`src/rtl/window_sum_stage_pkg.sv`:
```
// Shared configuration for the window-sum stage: default geometry and derived widths.
package window_sum_stage_pkg;

    localparam int unsigned K_DEF           = 3;
    localparam int unsigned PIXEL_WIDTH_DEF = 8;
    localparam int unsigned IMG_WIDTH_DEF   = 8;
    localparam int unsigned IMG_HEIGHT_DEF  = 5;
    localparam int unsigned SUM_WIDTH_DEF   = PIXEL_WIDTH_DEF + $clog2(K_DEF * K_DEF);

    // Reciprocal constant for floor(sum / (k*k)); exact for every sum below 2**sum_w.
    function automatic int unsigned mean_shift(input int unsigned sum_w, input int unsigned k);
        return sum_w + $clog2(k * k);
    endfunction

    function automatic longint unsigned mean_recip(input int unsigned sum_w, input int unsigned k);
        longint unsigned one;
        one = 64'd1 << mean_shift(sum_w, k);
        return (one + longint'(k * k) - 1) / longint'(k * k);
    endfunction

endpackage

```
`src/rtl/column_adder.sv`:
```
// Combinational unsigned adder of N packed terms, each zero-extended to SUM_WIDTH.
module column_adder
    import window_sum_stage_pkg::*;
#(
    parameter int unsigned N         = K_DEF,
    parameter int unsigned IN_WIDTH  = PIXEL_WIDTH_DEF,
    parameter int unsigned SUM_WIDTH = SUM_WIDTH_DEF
) (
    input  logic [N*IN_WIDTH-1:0] terms,
    output logic [SUM_WIDTH-1:0]  sum
);

    always_comb begin
        sum = '0;
        for (int unsigned i = 0; i < N; i++) begin
            sum = sum + SUM_WIDTH'(terms[i*IN_WIDTH +: IN_WIDTH]);
        end
    end

endmodule

```
`src/rtl/window_sum_stage.sv`:
```
// Assembles KxK windows from incoming pixel columns and emits pipelined window sums.
// Optional WINDOW_MEAN_EN adds out_mean = floor(out_sum / (K*K)).
module window_sum_stage
    import window_sum_stage_pkg::*;
#(
    parameter int unsigned K           = K_DEF,
    parameter int unsigned PIXEL_WIDTH = PIXEL_WIDTH_DEF,
    parameter int unsigned IMG_WIDTH   = IMG_WIDTH_DEF,
    parameter int unsigned IMG_HEIGHT  = IMG_HEIGHT_DEF,
    parameter int unsigned SUM_WIDTH   = PIXEL_WIDTH + $clog2(K * K)
) (
    input  logic                          clk,
    input  logic                          rst,
    input  logic                          in_valid,
    input  logic [K*PIXEL_WIDTH-1:0]      in_col,
    output logic                          out_valid,
    output logic [SUM_WIDTH-1:0]          out_sum,
    output logic [$clog2(IMG_WIDTH)-1:0]  out_x,
    output logic [$clog2(IMG_HEIGHT)-1:0] out_y,
`ifdef WINDOW_MEAN_EN
    output logic [PIXEL_WIDTH-1:0]        out_mean,
`endif
    output logic                          frame_done
);

    localparam int unsigned OUT_ROWS = IMG_HEIGHT - K + 1;
    localparam int unsigned XW       = $clog2(IMG_WIDTH);
    localparam int unsigned YW       = $clog2(IMG_HEIGHT);

    localparam logic [XW-1:0] COL_LAST  = XW'(IMG_WIDTH - 1);
    localparam logic [XW-1:0] COL_FIRST = XW'(K - 1);
    localparam logic [YW-1:0] ROW_LAST  = YW'(OUT_ROWS - 1);

    logic [XW-1:0]          col_cnt;
    logic [YW-1:0]          row_cnt;
    logic [K*SUM_WIDTH-1:0] csum;
    logic [K*PIXEL_WIDTH-1:0] col_gated;
    logic [SUM_WIDTH-1:0]   col_sum;
    logic [SUM_WIDTH-1:0]   win_sum;
    logic                   s1_valid;
    logic                   s1_last;
    logic [XW-1:0]          s1_x;
    logic [YW-1:0]          s1_y;

    // A floating bus while in_valid is low must never reach the adder.
    assign col_gated = in_valid ? in_col : '0;

    column_adder #(
        .N         (K),
        .IN_WIDTH  (PIXEL_WIDTH),
        .SUM_WIDTH (SUM_WIDTH)
    ) u_col_add (
        .terms (col_gated),
        .sum   (col_sum)
    );

    column_adder #(
        .N         (K),
        .IN_WIDTH  (SUM_WIDTH),
        .SUM_WIDTH (SUM_WIDTH)
    ) u_win_add (
        .terms (csum),
        .sum   (win_sum)
    );

    always_ff @(posedge clk) begin
        if (rst) begin
            csum     <= '0;
            s1_valid <= 1'b0;
            s1_last  <= 1'b0;
            s1_x     <= '0;
            s1_y     <= '0;
            col_cnt  <= '0;
            row_cnt  <= '0;
        end else if (in_valid) begin
            csum     <= {csum[(K-1)*SUM_WIDTH-1:0], col_sum};
            s1_valid <= (col_cnt >= COL_FIRST);
            s1_last  <= (col_cnt == COL_LAST) && (row_cnt == ROW_LAST);
            s1_x     <= col_cnt - COL_FIRST;
            s1_y     <= row_cnt;
            if (col_cnt == COL_LAST) begin
                col_cnt <= '0;
                row_cnt <= (row_cnt == ROW_LAST) ? '0 : row_cnt + 1'b1;
            end else begin
                col_cnt <= col_cnt + 1'b1;
            end
        end else begin
            s1_valid <= 1'b0;
        end
    end

`ifdef WINDOW_MEAN_EN
    localparam int unsigned     MSH   = mean_shift(SUM_WIDTH, K);
    localparam int unsigned     PRODW = SUM_WIDTH + MSH + 1;
    localparam logic [PRODW-1:0] RECIP = PRODW'(mean_recip(SUM_WIDTH, K));
`endif

    always_ff @(posedge clk) begin
        if (rst) begin
            out_valid  <= 1'b0;
            frame_done <= 1'b0;
            out_sum    <= '0;
            out_x      <= '0;
            out_y      <= '0;
`ifdef WINDOW_MEAN_EN
            out_mean   <= '0;
`endif
        end else begin
            out_valid  <= s1_valid;
            frame_done <= s1_valid && s1_last;
            if (s1_valid) begin
                out_sum <= win_sum;
                out_x   <= s1_x;
                out_y   <= s1_y;
`ifdef WINDOW_MEAN_EN
                out_mean <= PIXEL_WIDTH'((PRODW'(win_sum) * RECIP) >> MSH);
`endif
            end
        end
    end

endmodule

```
`config.mk`:
```
export PLATFORM = sky130hd
export DESIGN_NAME = window_sum_stage
export DESIGN_NICKNAME = d
export VERILOG_FILES = /design/src/rtl/window_sum_stage_pkg.sv /design/src/rtl/column_adder.sv /design/src/rtl/window_sum_stage.sv
export SDC_FILE = /design/constraint.sdc
export NUM_CORES = 1
export LEC_CHECK = 0
export CAP_MARGIN = 20
export CORE_MARGIN = 4
export CORE_UTILIZATION = 35
export CTS_CLUSTER_DIAMETER = 80
export DETAILED_ROUTE_END_ITERATION = 10
export DONT_BUFFER_PORTS = 1
export GPL_ROUTABILITY_DRIVEN = 1
export SKIP_LAST_GASP = 1
export SYNTH_ARGS = -nofsm -noshare
export SYNTH_HDL_FRONTEND = slang
export SYNTH_SLANG_ARGS = --single-unit
```
`constraint.sdc`:
```
create_clock -name clk -period 7 [get_ports clk]
set_clock_uncertainty 0.1 [all_clocks]
set_input_delay 0.7 -clock clk [delete_from_list [all_inputs] [get_ports clk]]
set_output_delay 0.7 -clock clk [all_outputs]
set_load 0.05 [all_outputs]
```
## After elaboration in Yosys (flattened, before gate mapping)

Cells that the tools add are included.

| cells by class | value |
|---|---|
| reduce and logical (&&, ||, !) cells | 4 |
| magnitude comparators | 1 |
| bitwise logic cells | 1 |
| add/sub/neg operators | 7 |
| equality and inequality tests | 2 |
| mux-type cells | 3 |

Operators with widths:

| operator | number |
|---|---|
| $add A12 B12 Y12 | 2 |
| $mux W24 | 1 |
| $add A12 B8 Y12 | 1 |
| $add A8 B8 Y9 | 1 |
| $add A3 B1 Y3 const B | 2 |
| $mux W3 | 2 |
| $eq A3 B2 Y1 const B | 1 |
| $eq A3 B3 Y1 const B | 1 |
| $ge A3 B2 Y1 const B | 1 |
| $sub A3 B2 Y3 const B | 1 |
| $logic_and A1 B1 Y1 | 2 |
| $reduce_and A2 Y1 | 1 |
| $reduce_or A2 Y1 | 1 |
| $not A1 Y1 | 1 |

| storage, ports and cells | value |
|---|---|
| input port bits | 27 |
| register bits | 70 |
| logic and storage cells | 30 |
| output and inout bits | 20 |

## Longest topological paths before layout

Gate-level depths: netlist (run 1).

| depth | value |
|---|---|
| word-level depth | 3 |
| mapped depth | 17 |
| depth with buffers taken out | 15 |

## Cells and area by module

From an unflattened synthesis (run 1), not the netlist that was laid out.

| second synthesis, totals | value |
|---|---|
| cell total of the unflattened synthesis | 404 |
| area total of the unflattened synthesis | 4005.1 um^2 |

Modules (own cells, without submodules):

| module | sequential area each (um^2) | times used | area an instance (um^2) | cells an instance |
|---|---|---|---|---|
| window_sum_stage | 1401.3 | 1 | 2738.9 | 266 |
| column_adder at u_win_add | 0.0 | 1 | 721.9 | 80 |
| column_adder at u_col_add | 0.0 | 1 | 544.3 | 58 |

## Least setup slack after synthesis (run 1)

OpenSTA, ideal clock, no wires.

| timing | value |
|---|---|
| path type | input to register |
| from | input port in_valid |
| to | register csum[7] |
| setup time | 86 ps |
| path buffers | 2 |
| data arrival time | 3738 ps |
| stages on the path | 17 |
| path slack | 3077 ps |
| path through | clkbuf_1 > clkbuf_1 > and2_1 > ha_1 > inv_1 > fa_1 > nand2b_1 > a21oi_1 > o21a_1 > nor2_1 > xnor2_1 > ha_1 > or4_1 > o21ai_0 > a21oi_1 > xnor2_1 > a211oi_1 |

| on the way | value |
|---|---|
| longest elaborated chain between the ends | 3 |

Ends and longest elaborated chain:

| what | RTL line | text |
|---|---|---|
| start, declared | window_sum_stage.sv:14 | `input logic in_valid,` |
| $mux W24 | window_sum_stage.sv:46 | `assign col_gated = in_valid ? in_col : '0;` |
| $add A8 B8 Y9 | column_adder.sv:16 | `sum = sum + SUM_WIDTH'(terms[i*IN_WIDTH +: IN_WIDTH]);` |
| $add A12 B8 Y12 | column_adder.sv:16 |  |
| end signal, assigned | window_sum_stage.sv:76 | `csum <= {csum[(K-1)*SUM_WIDTH-1:0], col_sum};` |
| end, declared | window_sum_stage.sv:36 | `logic [K*SUM_WIDTH-1:0] csum;` |

Parallel ways exist; a longest one is shown, timed or not.
A chain may end at the register's enable or synchronous reset.

## Worst setup path in the final report (run 1)

Same ends and word-level chain as after synthesis.

==> summary.txt, run 1 <==
clk sinks = 64
Port Buffers = 0
clock power share = 0.367
post-CTS sizing = 0
Yosys top cell by area = dfxtp_1
FMAX = 296.9 MHz
CTS Buffer Depth = 2
sequential element share of the synthesized area = 0.3475
Root Driver = clkbuf_8
Top Usage Layer GRT = met2
GR met1 Demand/Resource = 0.1617
setup violators final = 0
Final ANT Viol Nets = 0
ANT cells = 0
Max-slew headroom = 0.5919
total iterations of the first detailed-routing run = 4
vias in the first global route = 2650
Post-route DRC = 0
Sequential Power Share = 0.477
outcome = completed
VDD IR-drop max = 78.10 uV
mapped cell area = 0.003687 mm^2
Hold Path Class = in -> reg
CTS Hold Bufs = 0
total CTS buffers = 9
PD cells = 213.5 mW/mm^2
Internal Power = 625.5 uW
Yosys reg bits = 64
Die ar. = 0.01224 mm^2
Clock transition at path regs = 0.06 ns
post-synth top area share = 0.3475
initial antenna violation count = 0
share of cells above drive strength 1 = 0.04020
depth of the CTS H-tree = 3
largest net degree at the start of global routing = 75
Crit Path Category = in -> reg
Post-DP HPWL = 4839 um
ys flop type = dfxtp_1
GR Util met3 = 0.02959
hold slack = 0.3589 ns
fillers = 1027
setup repair after global routing missed its margin = false
Starting Density = 0.3588
syn avg cell area = 9.195 um^2
Final Hold Viols = 0
RePlAce Congestion = 0.7679
sw frac = 0.2659
core outline area = 0.01028 mm^2
Synth Instances = 401
DR iter-0 viols = 140
CP Capture Type = flip-flop
Setup Buffers After CTS = 0
DR WL/cell = 12.36 um
fin crit share = 0.4812
Max-Cap Viols = 0
die height = 110.6 um
Synth Warn # = 0
die span in x = 110.6 um
Comb power frac = 0.156
row count = 37
vias per std cell = 4.908
DR vias = 2621
measured slew at the worst slew-check pin = 0.6044 ns
layout overhead on the synthesized area = 8.246%
met2 Usage GRT = 0.1707
ys async rst share = 0
Mapped Nets = 471
post-route setup TNS = 0 ns
clk_lat worst skew = 0.33 ns
synth top area cells = dfxtp_1 35%, mux2i_1 11%, ha_1 10%, fa_1 7.1%, nor2_1 6.1%
CP startpoint kind = input pin
Net Sw Power = 226.6 uW
Tot GR Track Use = 0.1165
worst slack, placed = 3.273 ns
Req. time, crit path = 7.14 ns
first-pass GRT wire length = 12100 um
drt total wl = 6600 um
final setup margin = 3.631 ns
Data arrival, critical path = 3.51 ns
Crit Path Max Fanout = 74
Overflow after GRT = 0
Nets = 465
clock tree from TritonCTS = yes
Final Max Tran Viols = 0
num ports = 47
Post-synth EDFFs = 0
Leak Pwr = 0.001723 uW
post-layout minimum cycle time = 3.369 ns
Synth cell types = 45
-- routing by layer --
layer | share of wire | routed length (um) | vias up
met4 | 0.020 | 133 | 0
met3 | 0.049 | 325 | 11
met1 | 0.52 | 3436 | 1183
met5 | 0 | 0 | -
li1 | - | - | 1381
met2 | 0.41 | 2704 | 46
-- stage by stage --
stage            util  instances  area, um^2  power (uW)
6_report       0.3884        534        3991       852.1
4_1_cts        0.3884        534        3991       863.1
3_3_place_gp   0.3695        520        3797       544.9
3_5_place_dp   0.3695        520        3797       548.6
2_1_floorplan       -        401        3687       533.9
5_1_grt        0.3884        534        3991       904.2
-- cell usage after synthesis (all sizes together) (2+ instances only) --
cell type and instances:
nand2b 6, o21ai 13, nor3b 4, clkbuf 12, dfxtp 64, fa 13, nor3 3, nor2b 4
nand2 19, a211o 2, nor2 60, a211oi 9, buf 6, nand4b 2, xnor2 12, ha 30
nand3 2, inv 15, a21oi 24, and2 23, mux2i 40, o311ai 2, xor2 3, or3 2
a21o 6, nor4 2, nand4 2, or4 2, o21bai 2, o21a 2
-- power by group through the flow --
| stage | sequential (uW) | combinational [uW] | clock [uW] |
|---|---|---|---|
| 3_3_place_gp | 415 | 130 | 0 |
| 5_1_grt | 410 | 155 | 340 |
| 3_5_place_dp | 415 | 133 | 0 |
| 4_1_cts | 407 | 135 | 321 |
| 6_report | 407 | 133 | 312 |
| 2_1_floorplan | 411 | 123 | 0 |
-- registers in the layout, summed over array words and instances (netlist names) --
| name | flops |
|---|---|
| s1_y | 3 |
| col_cnt | 3 |
| frame_done | 1 |
| out_valid | 1 |
| out_sum | 12 |
| s1_valid | 1 |
| s1_x | 3 |
| out_y | 3 |
| out_x | 3 |
| s1_last | 1 |
| csum | 30 |
| row_cnt | 3 |
-- path summary, 6_finish.rpt --
| check | from | to | slack, ns | cells after the start |
|---|---|---|---|---|
| setup / recovery | in_valid | csum[7]$_SDFFE_PP0P_ | 3.63 | 15 |
| setup reg to reg | csum[1]$_SDFFE_PP0P_ | out_sum[7]$_SDFFE_PP0P_ | 4.08 | 8 |
| hold / removal | rst | col_cnt[0]$_SDFFE_PP0P_ | 0.36 | 1 |
| hold reg to reg | s1_last$_SDFFE_PP0P_ | s1_last$_SDFFE_PP0P_ | 0.36 | 2 |
-- layout by cell type (no fill, tap or decap), types with 3 or more instances in the layout --
cell	Yosys	routed
nor3_1	3	3
fa_1	13	13
ha_1	30	30
dfxtp_1	64	64
xor2_1	3	3
a21o_1	6	6
nor2b_1	4	4
o21ai_0	13	13
nand2_1	19	19
nand2b_1	6	6
clkbuf_8	0	11
nor2_1	60	60
and2_1	23	23
nor3b_1	4	4
a211oi_1	9	9
inv_1	15	15
xnor2_1	12	12
a21oi_1	24	24
mux2i_1	40	40
-- cell families after synthesis --
| family | count (synthesis) | synth area share |
|---|---|---|
| AO/OA/AOI/OAI | 70 | 0.1205 |
| XOR/XNOR | 15 | 0.03563 |
| adder cells (fa/ha/maj) | 43 | 0.1724 |
| buffers and inverters | 33 | 0.03359 |
| flip-flops | 64 | 0.3475 |
| multiplexers | 40 | 0.1086 |
| AND/OR/NAND/NOR | 136 | 0.1819 |
-- area by class of cell --
cell class	count	area (um^2)	area share
clock inverters	3	42.54	0.01066
inverters	15	56.30	0.01411
clock buffers	11	151.4	0.03793
multi-input cells	304	2282	0.5718
repair buffers	1	7.507	0.001881
flip-flops and latches	64	1281	0.3210
well taps	136	170.2	0.04263
-- critical path: stages --
cell and delay (ns):
and2_1 0.12, ha_1 0.16, inv_1 0.06, fa_1 0.40
nand2b_1 0.18, a21oi_1 0.27, o21a_1 0.15, nor2_1 0.04
xnor2_1 0.14, ha_1 0.23, or4_1 0.49, o21ai_0 0.08
a21oi_1 0.08, xnor2_1 0.14, a211oi_1 0.23
No activity file was read; power rests on OpenSTA's default activity.
==> inputs of run 2 (changes only) <==
Clock period 7 ns to 3 ns, I/O delays scaled along.
==> summary.txt, run 2 (synthesis results as in run 1) <==
vias in the first global route = 2656 (+0.23%)
area of the multi-input gates = 0.002323 mm^2 (+1.8%)
Clock transition at path regs = 0.07 ns (about the same)
Max-slew headroom = 0.6410 (+0.04910)
Post-route DRC = 0 (unchanged)
Finished Layout Cells = 539 (+0.94%)
CTS Buffer Depth = 2 (unchanged)
Final Hold Viols = 0 (unchanged)
Port Buffers = 0 (unchanged)
Overflow after GRT = 0 (unchanged)
ANT cells = 0 (unchanged)
initial antenna violation count = 0 (unchanged)
CP startpoint kind = flip-flop
top flop regs = csum: 30 flops, out_sum: 12 flops
die span in x = 110.6 um (unchanged)
VDD IR-drop max = 254.3 uV (+230%)
measured slew at the worst slew-check pin = 0.5377 ns (-0.06671 ns)
Hold Path Class = in -> reg
Die ar. = 0.01224 mm^2 (unchanged)
Final ANT Viol Nets = 0 (unchanged)
Max-Cap Viols = 0 (unchanged)
die height = 110.6 um (unchanged)
DR iter-0 viols = 83 (-41%)
final setup margin = 0.2100 ns (-3.421 ns)
row count = 37 (unchanged)
Design Power = 2216 uW (+160%)
share of cells above drive strength 1 = 0.07444 (+0.03424)
clk_lat worst skew = 0.34 ns (about the same)
core outline area = 0.01028 mm^2 (unchanged)
Starting Density = 0.3588 (unchanged)
CP Capture Type = flip-flop
flip-flop count of the largest register after layout = 30 (unchanged)
most frequent cells in the layout = 64 x dfxtp_1, 60 x nor2_1, 40 x mux2i_1
Crit Path Max Fanout = 3 (-96%)
largest net degree at the start of global routing = 70 (-6.7%)
clk sinks = 64 (unchanged)
most common cell after layout, fill and taps aside = dfxtp_1
DR WL/cell = 13.11 um (+6.1%)
post-route setup TNS = 0 ns (unchanged)
FF/Latch Area = 0.001281 mm^2 (unchanged)
PD cells = 535.7 mW/mm^2 (+150%)
Root Driver = clkbuf_8
RePlAce Congestion = 0.7645 (-0.44%)
worst slack, placed = 0.002138 ns (-3.271 ns)
num ports = 47 (unchanged)
depth of the CTS H-tree = 3 (unchanged)
DP Cell Count = 521 (+0.19%)
Final Max Tran Viols = 0 (unchanged)
Leak Pwr = 0.001786 uW (+3.6%)
fillers = 1030 (+0.29%)
post-layout minimum cycle time = 2.790 ns
Largest Register = csum
layout overhead on the synthesized area = 12.22%
total CTS buffers = 9 (unchanged)
DR vias = 2664 (+1.6%)
setup violators final = 0 (unchanged)
total iterations of the first detailed-routing run = 4 (unchanged)
fin crit share = 0.9300
Crit Path Category = reg -> reg
Data arrival, critical path = 2.91 ns (-0.60 ns)
Post-DP HPWL = 4967 um (+2.7%)
Nets = 468 (+0.65%)
Req. time, crit path = 3.12 ns (-4.02 ns)
drt total wl = 7065 um (+7.0%)
clock tree from TritonCTS = yes
first-pass GRT wire length = 12610 um (+4.2%)
vias per std cell = 4.942 (+0.70%)
setup repair after global routing missed its margin = false
FMAX = 358.4 MHz
outcome = completed
Tot GR Track Use = 0.1220 (+0.005507)
==> run 2: cell count changes in the layout (fill, tap and decap cells not counted), moves of 2 or more <==
cell and change:
a21oi_2 +3, bufinv_16 +2, ha_1 -2, and2_4 +2, and2_1 -2, a21oi_1 -3
==> run 2: final cells by class <==
type,instances,area share
Sequential cell,64,0.3096
Clock buffer,11,0.03659
Inverter,15,0.01361
Clock inverter,5,0.02480
Multi-Input combinational cell,304,0.5615
Timing Repair Buffer,4,0.01270
Tap cell,136,0.04112
==> run 2: layer usage <==
metal,GRT usage,vias up,routed length [um]
met5,0,-,0
met3,0.02740,12,386
met1,0.1693,1211,3547
met2,0.1792,56,3001
li1,-,1385,-
met4,0.05665,0,130
==> run 2: path summary, 6_finish.rpt <==
kind,cells after the start,startpoint,endpoint,slack [ns]
worst min register to register,1,s1_last$_SDFFE_PP0P_,frame_done$_SDFF_PP0_,0.38
worst min-delay path,2,in_valid,s1_x[0]$_SDFFE_PP0P_,0.02
worst max-delay path,8,csum[1]$_SDFFE_PP0P_,out_sum[7]$_SDFFE_PP0P_,0.21
worst max register to register,8,csum[1]$_SDFFE_PP0P_,out_sum[7]$_SDFFE_PP0P_,0.21
==> run 2: repair_timing <==
| action | CTS | global route |
|---|---|---|
| buffers inserted | 0 | 0 |
| hold buffers | 2 | 0 |
| endpoints found under the hold margin | 57 | 0 |
| resized for setup | 0 | 2 |
| setup endpoints to repair | 0 | 2 |
==> run 2: worst max-delay path, cell delays in order, from the launching register on <==
cell,delay [ns]
dfxtp_1,0.35
fa_1,0.51
ha_1,0.26
fa_1,0.42
a21o_1,0.21
a21oi_2,0.19
o21ai_0,0.13
nor4bb_1,0.16
or3_1,0.36
==> run 2: per-stage QoR <==
stage	utilization	area [um^2]	hold slack (ns)
6_report	0.4026	4138	0.02097
5_1_grt	0.4026	4138	0.01695
4_1_cts	0.4022	4134	0.006178
3_5_place_dp	0.3739	3842	0.2826
3_3_place_gp	0.3739	3842	0.2829
2_1_floorplan	-	3766	0.2903
==> run 2: power by group <==
group | switching (uW) | internal (uW)
Combinational | 174 | 162
Sequential | 64.6 | 888
Clock | 332 | 596
Total | 571 | 1650
==> inputs of run 3 (changes only) <==
Settings changed: CORE_UTILIZATION 35 to 45.
==> summary.txt, run 3 (synthesis results as in run 1) <==
reg2reg start = csum[1]$_SDFFE_PP0P_
Max-Cap Viols = 0 (unchanged)
depth of the CTS H-tree = 3 (unchanged)
Sequential Power Share = 0.432 (+0.002)
CTS Buffer Depth = 2 (unchanged)
drt total wl = 6688 um (-5.3%)
Crit Path Category = reg -> reg
sw frac = 0.2597 (+0.002232)
fillers = 775 (-25%)
CP startpoint kind = flip-flop
Tot GR Track Use = 0.1490 (+0.02700)
Leak Pwr = 0.001782 uW (-0.24%)
Setup Buffers After CTS = 0 (unchanged)
total iterations of the first detailed-routing run = 4 (unchanged)
share of cells above drive strength 1 = 0.07196 (-0.002481)
top flop regs = csum: 30 flops, out_sum: 12 flops
setup violators final = 0 (unchanged)
post-layout minimum cycle time = 2.840 ns (+0.05014 ns)
area of the multi-input gates = 0.002320 mm^2 (-0.16%)
die span in x = 98.52 um (-11%)
clock power share = 0.418 (about the same)
post-route setup TNS = 0 ns (unchanged)
Post-DP HPWL = 4584 um (-7.7%)
largest net degree at the start of global routing = 70 (unchanged)
Comb power frac = 0.150 (about the same)
measured slew at the worst slew-check pin = 0.7084 ns (+0.1707 ns)
R2R Setup Slk = 0.16 ns (-0.05 ns)
Final ANT Viol Nets = 0 (unchanged)
Overflow after GRT = 0 (unchanged)
clock tree from TritonCTS = yes
Req. time, crit path = 3.12 ns (about the same)
Max-slew headroom = 0.5217 (-0.1193)
total CTS buffers = 9 (unchanged)
setup repair after global routing missed its margin = false
CP Capture Type = flip-flop
first-pass GRT wire length = 12000 um (-4.8%)
ANT cells = 0 (unchanged)
DR WL/cell = 13.24 um (+1.0%)
RePlAce Congestion = 0.8175 (+6.9%)
hold depth = 2 (unchanged)
outcome = completed
Crit Path Max Fanout = 3 (unchanged)
most common cell after layout, fill and taps aside = dfxtp_1
layout overhead on the synthesized area = 10.93%
clk_lat worst skew = 0.34 ns (about the same)
Internal Power = 1628 uW (-1.1%)
Hold Startpoint = in_valid
Die ar. = 0.009706 mm^2 (-21%)
Min-Delay Endpoint = col_cnt[0]$_SDFFE_PP0P_
Final Hold Viols = 0 (unchanged)
die height = 98.52 um (-11%)
Nets = 468 (unchanged)
hold slack = 0.02694 ns (+0.005965 ns)
Final Max Tran Viols = 0 (unchanged)
vias per std cell = 5.251 (+6.3%)
Hold Path Class = in -> reg
Data arrival, critical path = 2.96 ns (+0.05 ns)
core outline area = 0.007848 mm^2 (-24%)
Port Buffers = 0 (unchanged)
row count = 32 (-14%)
num ports = 47 (unchanged)
clk sinks = 64 (unchanged)
most frequent cells in the layout = 64 x dfxtp_1, 60 x nor2_1, 40 x mux2i_1
fin crit share = 0.9467 (+0.01671)
Starting Density = 0.4699 (+0.1111)
initial antenna violation count = 0 (unchanged)
flip-flop count of the largest register after layout = 30 (unchanged)
FF/Latch Area = 0.001281 mm^2 (unchanged)
Largest Register = csum
VDD IR-drop max = 268.2 uV (+5.5%)
DR vias = 2652 (-0.45%)
vias in the first global route = 2707 (+1.9%)
Post-route DRC = 0 (unchanged)
DR iter-0 viols = 122 (+47%)
Net Sw Power = 571.0 uW (about the same)
Clock transition at path regs = 0.07 ns (about the same)
PD cells = 537.6 mW/mm^2 (+0.36%)
fin util = 0.5212 (+0.1186)
FMAX = 352.1 MHz (-1.8%)
Reg2Reg Capture Point = out_sum[7]$_SDFFE_PP0P_
Root Driver = clkbuf_8
FF-to-FF path depth = 8 (unchanged)
-- run 3: cell types whose count changed in the layout (fill, tap and decap cells not counted) --
cell      change
o311ai_0      +1
inv_6         +1
o311ai_1      -1
a21oi_2       -1
clkinv_2      -1
clkinv_4      +1
clkbuf_8      -1
a21oi_1       +1
-- run 3: worst max-delay path, cell delays in order, from the launching register on --
cell and delay, ns:
dfxtp_1 0.35, fa_1 0.48, ha_1 0.25, fa_1 0.42, a21o_1 0.19, a21oi_1 0.27
o21ai_0 0.16, nor4bb_1 0.16, or3_1 0.36
-- run 3: cell type report --
cell class	count	area share
multi-input combinational	304	0.5671
sequential	64	0.3132
clock buffer	10	0.03365
tap	102	0.03120
clock inverter	6	0.02814
inverter	15	0.01377
timing repair buffer	4	0.01285
-- run 3: worst max-delay path by stage --
stage	startpoint	end	depth (start not counted)
floorplan	in_valid	csum[7]$_SDFFE_PP0P_	17
global placement	in_valid	csum[7]$_SDFFE_PP0P_	15
detailed placement	in_valid	csum[7]$_SDFFE_PP0P_	15
CTS	csum[1]$_SDFFE_PP0P_	out_sum[7]$_SDFFE_PP0P_	8
finish	csum[1]$_SDFFE_PP0P_	out_sum[7]$_SDFFE_PP0P_	8
global route	csum[1]$_SDFFE_PP0P_	out_sum[7]$_SDFFE_PP0P_	8
-- run 3: layer usage --
metal	track usage	wire, um	share of wire	vias up
met1	0.1905	3401	0.51	1215
met5	0	0	0	-
met2	0.2356	2932	0.44	42
li1	-	-	-	1387
met3	0.03609	244	0.036	8
met4	0.07248	109	0.016	0
-- run 3: metrics by stage --
step | cell area [um^2] | worst slack [ns] | total power (uW) | std cells
2_1_floorplan | 3766 | -0.1279 | 1258 | 401
3_3_place_gp | 3800 | 0.06285 | 1277 | 487
3_5_place_dp | 3800 | 0.01820 | 1284 | 487
4_1_cts | 4090 | 0.1414 | 2238 | 505
5_1_grt | 4090 | 0.01707 | 2332 | 505
6_report | 4090 | 0.1598 | 2199 | 505
-- run 3: power groups by stage --
stage,Clock [uW],Combinational (uW),Sequential [uW]
finish,918,330,951
global route,987,386,959
CTS,950,335,952
detailed placement,0,313,972
global placement,0,307,970
floorplan,0,299,959
-- run 3: repair_timing --
item                                    CTS  global route
hold buffers                              2             0
resized for setup                         0             0
hold endpoints to repair                 57             0
endpoints found under the setup margin    0             0
